## src/rtl/pll_lock_sequencer.sv

```systemverilog
// pll_lock_sequencer: brings up the iCE40 PLL from its reference clock and gates system reset on lock.
// Optional PLL_SEQ_BYPASS_ON_FAULT_EN: on FAULT, bypass the PLL and run degraded at the reference rate.
module pll_lock_sequencer #(
    parameter int RESET_HOLD    = 16,
    parameter int LOCK_TIMEOUT  = 4096,
    parameter int LOCK_STABLE   = 256,
    parameter int RELEASE_DELAY = 16,
    parameter int MAX_RETRY     = 3
) (
    input  logic       REFERENCECLK,
    input  logic       RESET,
    input  logic       PLL_LOCK,
    output logic       PLL_RESETB,
    output logic       PLL_BYPASS,
    output logic       SYS_RESETN,
    output logic       READY,
    output logic       FAULT,
    output logic [3:0] RETRY_CNT,
    output logic [7:0] LOSS_CNT
);

    localparam logic [2:0] S_HOLD    = 3'd0;
    localparam logic [2:0] S_WAIT    = 3'd1;
    localparam logic [2:0] S_STABLE  = 3'd2;
    localparam logic [2:0] S_RELEASE = 3'd3;
    localparam logic [2:0] S_RUN     = 3'd4;
    localparam logic [2:0] S_FAULT   = 3'd5;

`ifdef PLL_SEQ_BYPASS_ON_FAULT_EN
    localparam logic BYP = 1'b1;
`else
    localparam logic BYP = 1'b0;
`endif

    localparam logic [15:0] HOLD_END = 16'(RESET_HOLD - 1);
    localparam logic [15:0] TO_END   = 16'(LOCK_TIMEOUT - 1);
    localparam logic [15:0] STB_END  = 16'(LOCK_STABLE - 1);
    localparam logic [15:0] REL_END  = 16'(RELEASE_DELAY - 1);
    localparam logic [3:0]  RTY_MAX  = 4'(MAX_RETRY);

    logic        lock_m;
    logic        lock_s;
    logic [2:0]  state;
    logic [2:0]  state_n;
    logic [15:0] cnt;
    logic [15:0] cnt_n;
    logic [3:0]  retry_n;
    logic [7:0]  loss_n;
    logic        fail;
    logic        fault_rel;

    // Next-state decision for the sequencer; every lock test uses the synchronized lock_s.
    always_comb begin
        state_n = state;
        cnt_n   = cnt;
        retry_n = RETRY_CNT;
        loss_n  = LOSS_CNT;
        fail    = 1'b0;
        case (state)
            S_HOLD: begin
                if (cnt == HOLD_END) begin
                    state_n = S_WAIT;
                    cnt_n   = 16'd0;
                end else begin
                    cnt_n = cnt + 16'd1;
                end
            end
            S_WAIT: begin
                if (lock_s) begin
                    state_n = S_STABLE;
                    cnt_n   = 16'd0;
                end else if (cnt == TO_END) begin
                    fail = 1'b1;
                end else begin
                    cnt_n = cnt + 16'd1;
                end
            end
            S_STABLE: begin
                if (!lock_s) begin
                    fail = 1'b1;
                end else if (cnt == STB_END) begin
                    state_n = S_RELEASE;
                    cnt_n   = 16'd0;
                end else begin
                    cnt_n = cnt + 16'd1;
                end
            end
            S_RELEASE: begin
                if (!lock_s) begin
                    fail = 1'b1;
                end else if (cnt == REL_END) begin
                    state_n = S_RUN;
                    cnt_n   = 16'd0;
                end else begin
                    cnt_n = cnt + 16'd1;
                end
            end
            S_RUN: begin
                if (!lock_s) begin
                    state_n = S_HOLD;
                    cnt_n   = 16'd0;
                    retry_n = 4'd0;
                    if (LOSS_CNT != 8'hFF) begin
                        loss_n = LOSS_CNT + 8'd1;
                    end
                end
            end
            S_FAULT: begin
                // Counts the degraded-mode release delay, then parks.
                if (cnt != REL_END) begin
                    cnt_n = cnt + 16'd1;
                end
            end
            default: begin
                state_n = S_HOLD;
                cnt_n   = 16'd0;
            end
        endcase
        if (fail) begin
            cnt_n = 16'd0;
            if (RETRY_CNT == RTY_MAX) begin
                state_n = S_FAULT;
            end else begin
                state_n = S_HOLD;
                retry_n = RETRY_CNT + 4'd1;
            end
        end
    end

    assign fault_rel = BYP && (state == S_FAULT) && (cnt == REL_END);

    // State, counters, lock synchronizer and registered outputs decoded from the next state.
    always_ff @(posedge REFERENCECLK) begin
        if (!RESET) begin
            lock_m     <= 1'b0;
            lock_s     <= 1'b0;
            state      <= S_HOLD;
            cnt        <= 16'd0;
            PLL_RESETB <= 1'b0;
            PLL_BYPASS <= 1'b0;
            SYS_RESETN <= 1'b0;
            READY      <= 1'b0;
            FAULT      <= 1'b0;
            RETRY_CNT  <= 4'd0;
            LOSS_CNT   <= 8'd0;
        end else begin
            lock_m     <= PLL_LOCK;
            lock_s     <= lock_m;
            state      <= state_n;
            cnt        <= cnt_n;
            RETRY_CNT  <= retry_n;
            LOSS_CNT   <= loss_n;
            PLL_RESETB <= !((state_n == S_HOLD) ||
                            ((state_n == S_FAULT) && !BYP));
            PLL_BYPASS <= BYP && (state_n == S_FAULT);
            SYS_RESETN <= (state_n == S_RUN) || fault_rel;
            READY      <= (state_n == S_RUN);
            FAULT      <= (state_n == S_FAULT);
        end
    end

endmodule

```

## config.mk

```make
export PLATFORM = sky130hd
export DESIGN_NAME = pll_lock_sequencer
export DESIGN_NICKNAME = d
export VERILOG_FILES = /design/src/rtl/pll_lock_sequencer.sv
export SDC_FILE = /design/constraint.sdc
export NUM_CORES = 1
export LEC_CHECK = 0
export CORE_AREA = 10 10 85 87
export DETAILED_ROUTE_END_ITERATION = 10
export DIE_AREA = 0 0 95 97
export GPL_TIMING_DRIVEN = 1
export HOLD_SLACK_MARGIN = 0.05
export SYNTH_ARGS = -nofsm -noshare
export SYNTH_HDL_FRONTEND = slang
export SYNTH_SLANG_ARGS = --single-unit
```

## constraint.sdc

```tcl
create_clock -name REFERENCECLK -period 4.5 [get_ports REFERENCECLK]
set_input_delay 0.675 -clock REFERENCECLK [delete_from_list [all_inputs] [get_ports REFERENCECLK]]
set_output_delay 0.675 -clock REFERENCECLK [all_outputs]
set_load 0.1 [all_outputs]
```

# Yosys cells after proc, flatten, opt, wreduce, memory -nomap -nowiden
# Index checks and enable logic that the tools add are counted.
# W data, S select, Z words.
# word_totals
regBits	36
input_bits	3
wordCells	67
# op_classes
n_addsub	3
eq_ne	18
mux	27
bitwise	2
n_reduce_logical	8
# ops
cell	count
$mux W16	8
$pmux W16 S6	1
$mux W3	9
$pmux W3 S6	1
$add A16 B1 Y16 const B	1
$eq A16 B12 Y1 const B	1
$eq A16 B4 Y1 const B	1
$eq A16 B8 Y1 const B	1
$mux W4	4
$ne A16 B4 Y1 const B	1
$eq A3 B3 Y1 const B	4
$add A8 B1 Y8 const B	1
$ne A2 B2 Y1 const B	4
$ne A8 B8 Y1 const B	1
$eq A3 B2 Y1 const B	2
$logic_not A3 Y1	2
$reduce_and A5 Y1	1
$add A4 B1 Y4 const B	1
$eq A4 B2 Y1 const B	1
$reduce_or A2 Y1	2
$eq A3 B1 Y1 const B	1
$mux W1	3
$ne A3 B3 Y1 const B	1
$reduce_and A3 Y1	1
4 further kinds	5

# Longest topological paths before layout
# depth
word_depth	8
mapped_depth	8
depth_no_buf	7

# Least setup slack after synthesis
# No wires, ideal clock.
# synth_path
path_type	register -> register
from	reg LOSS_CNT[0]
to	reg LOSS_CNT[7]
setup_ps	115
arrival_time_ps	2313
t_required_ps	4385
path_slack_ps	2072
path_stages_with_launch	8
n_path_buf	0
period_less_slack_ps	2428
path_cell_list	dfxtp_1 > ha_1 > and2_1 > a41oi_2 > and4_1 > nand3_1 > xnor2_1 > and2_1
# synth_via
elab_chain_len	2
word_cells_on_any_way	3
classes_between	add/sub (1); eq/ne (1); reduce/logical (1)
# synth_rtl
item	line	rtl
start: declaration	19	output logic [7:0] LOSS_CNT
start signal: assignment	152	LOSS_CNT <= loss_n;
branches (longest 2 deep; another with $add A8 B1 Y8)	n/a	
# Several ways; the timed one is not identified.
# A chain may end at the register's enable or synchronous reset.

# Worst setup path after layout
# layout_path
from	reg cnt[0]
to	reg cnt[11]
# layout_via
elab_chain_len	5
word_cells_on_any_way	20
classes_between	add/sub (1); eq/ne (6); mux (11); reduce/logical (2)
# layout_rtl
item	line	rtl
start: declaration	45	logic [15:0] cnt;
start signal: assignment	150	cnt <= cnt_n;
branches (longest 5 deep; another with $add A16 B1 Y16)	n/a	
# Several ways; the timed one is not identified. The select of a mux whose other input is x is not followed.

==> run metrics <==
status finished, final reports clean; post-synthesis sequential area ratio 37.9%; vias 1503; worst setup path endpoint cnt[11]; # clock sinks 36; fill count 561; TritonCTS buffer count 5; minimum clock period 2680 ps; IO Pins 20; total power 623 uW; Synth Register Bits 36; core footprint 0.00547 mm^2; total track usage 8.54%; Resize count post-CTS 0; Combinational Power Share 3.0%; Post-synth EDFFs 0; largest net degree at the start of global routing 25; synth-to-layout area growth 16.1%; clock power share 44.8%; WP data arrival 2880 ps; GR Overflow Total 0; Worst Path Required 4710 ps; P_leak 0.823 nW; Yosys top cell area share 37.9%; uppermost routed layer met4; CTS H-tree lvls 2; CTS max path bufs 2; Crit. End Element flop; met2 WL post-DR 1.67 mm; Cell Rows 27; WS Path Type flop to flop; FF-to-FF End cnt[11]; CP Launch Point cnt[0]; Pre-Repair DR Iteration Count 4; Final WS setup 1820 ps; vias in the first global route 1451; Buffers on Ports 18; share of cells above drive strength 1 9.01%; synth top area cells dfxtp_1, xor2_1, nor2_1; DIE WIDTH 95 um; Synth Warn # 0; worst reg-to-reg setup slack 1820 ps; sw power 130 uW; final core occ 40.3%; Internal 493 uW; peak supply drop 0.000209 V; Mean Syn Cell Area 9.14 um^2; Max Slew Vio Count 0; Post-Syn Area 0.00190 mm^2; fin nets 227; Reg-to-Reg Start cnt[0]; Netlist cell types 47; DRT antenna net count 0; RSZ-0062 raised after global routing no; total die area 0.00922 mm^2; Routability Congestion 0.744; Slew headroom 26.9%; # setup viols final 0; crit path max fanout 24; Slowest-stage cell, CP a31oi_2; Main synth FF type dfxtp_1; Worst-Skew Late Latency 290 ps; syn nets 214; fmax 0.374 GHz; final hold slack 486 ps; Synth area leader dfxtp_1; residual DRC count 0; pwr dens 282 mW/mm^2; ys async rst share 0%; DRT iter0 DRCs 44; critical path, cell by cell ha_1, nand3_1, nor2_1, a31oi_2, o21ai_0, or3_1, a21oi_1; aggregate routed wire length 3.67 mm; sequential power share 52.1%; Mapped Cells 208; Worst setup SP type flop; final period utilization 59.5%; CTS Hold Buffers Added 0; Routed wire per std cell 12.5 um; r2r worst-path depth 7; root buf cell clkbuf_8; clock skew 8.14 ps; CTS tree done; DR WL met3 183 um; Post-Route Setup TNS 0 ps; WL met1 1.74 mm; Worst-path clk slew 70 ps; Final Hold Viols 0; max incr delay on CP 810 ps; chip height 97 um; vias per cell 5.11; initial antenna violation count 0; Place WS 1800 ps; diode count 0; first-pass GRT wire length 6.56 mm; HP Class flop to flop; DP HPWL 2.66 mm; postcts setup bufs 0; Net Sw Frac 20.9%; Worst-Margin Slew 1090 ps; Max-cap violations 0; Starting Density 34.7%
-- cells in the final DEF, fill, tap and decap left out, drive strengths merged, types with 2 or more instances in the layout --
cell and instances:
o2111ai 5, o21a 4, dfxtp 36, o211ai 7, clkdlybuf4s50 18, nand2b 4
nand3 8, o21ai 6, and2b 2, nor4 2, xnor2 6, mux2i 5
and4 3, or2 2, a21boi 3, a31oi 3, nand2 7, and3 8
nor2b 3, ha 3, nor2 27, and2 13, clkbuf 6, nand4 3
or3 4, or4 3, a21oi 4, xor2 13
-- flip-flops by register name (all words and copies together) (netlist names) --
signal and cells:
lock_m 1, FAULT 1, state 3, RETRY_CNT 4, lock_s 1, cnt 16, READY 1, PLL_RESETB 1
LOSS_CNT 8
-- layer usage --
metal | global-route usage, % | up-vias
met5 | 0 | -
met2 | 13.8 | 19
met1 | 9.90 | 710
li1 | - | 767
met4 | 3.89 | 0
met3 | 2.70 | 7
-- cell type report --
| class | instances | area, um^2 | share of cell area (%) |
|---|---|---|---|
| Multi-Input combinational cell | 159 | 1100 | 50.1 |
| Sequential cell | 36 | 721 | 32.7 |
| Timing Repair Buffer | 18 | 180 | 8.16 |
| Tap cell | 72 | 90.1 | 4.08 |
| Clock buffer | 6 | 72.6 | 3.29 |
| Clock inverter | 2 | 35.0 | 1.59 |
| Inverter | 1 | 3.75 | 0.170 |
-- kinds of logic (layout without fill, tap and decap cells) --
group / Yosys count / count (layout) / synth area share (%)
adders and majority gates: 3 / 3 / 1.98
DFF: 36 / 36 / 37.9
xor gates and xnor gates: 19 / 19 / 8.76
other: 1 / 1 / 0.197
buffers and inverters: 13 / 27 / 3.95
and+or+nand+nor: 92 / 92 / 27.7
AOI/OAI and AO/OA: 39 / 39 / 16.9
muxes: 5 / 5 / 2.63
-- how the worst min path moves through the flow --
stage | from | end | slack [ps] | cells after the start
finish | lock_m | lock_s | 490 | 1
global route | lock_m | lock_s | 510 | 1
CTS | lock_m | lock_s | 490 | 1
detailed placement | lock_m | lock_s | 450 | 1
global placement | lock_m | lock_s | 470 | 1
floorplan | lock_m | lock_s | 410 | 1
-- synthesized netlist by cell type, types with 4 or more instances --
master / number
dfxtp_1: 36
nor2_1: 27
and2_1: 13
xor2_1: 13
and3_1: 8
nand3_1: 8
nand2_1: 7
o211ai_1: 7
o21ai_0: 6
xnor2_1: 6
mux2i_1: 5
o2111ai_1: 5
a21oi_1: 4
buf_4: 4
clkbuf_1: 4
nand2b_1: 4
o21a_1: 4
or3_1: 4
-- worst max-delay path, delay by kind of cell (launching register included) --
family,cells,cell delay [ps]
AO/OA/AOI/OAI,3,1320
adder cells (fa/ha/maj),1,220
flip-flops,1,340
AND/OR/NAND/NOR,3,720
-- power by group through the flow --
stage / registers, mW / logic, mW / clock network [mW]
3_5_place_dp: 0.332 / 0.0192 / 0
6_report: 0.325 / 0.0190 / 0.279
4_1_cts: 0.324 / 0.0192 / 0.289
3_3_place_gp: 0.332 / 0.0192 / 0
2_1_floorplan: 0.331 / 0.0172 / 0
5_1_grt: 0.325 / 0.0213 / 0.303
-- metrics by stage --
stage | cells | cell area [um^2]
after CTS | 294 | 2210
after global placement | 286 | 2100
after floorplan | 208 | 1900
after detailed placement | 286 | 2100
after global routing | 294 | 2210
final | 294 | 2210
No activity file was read; power rests on OpenSTA's default activity.
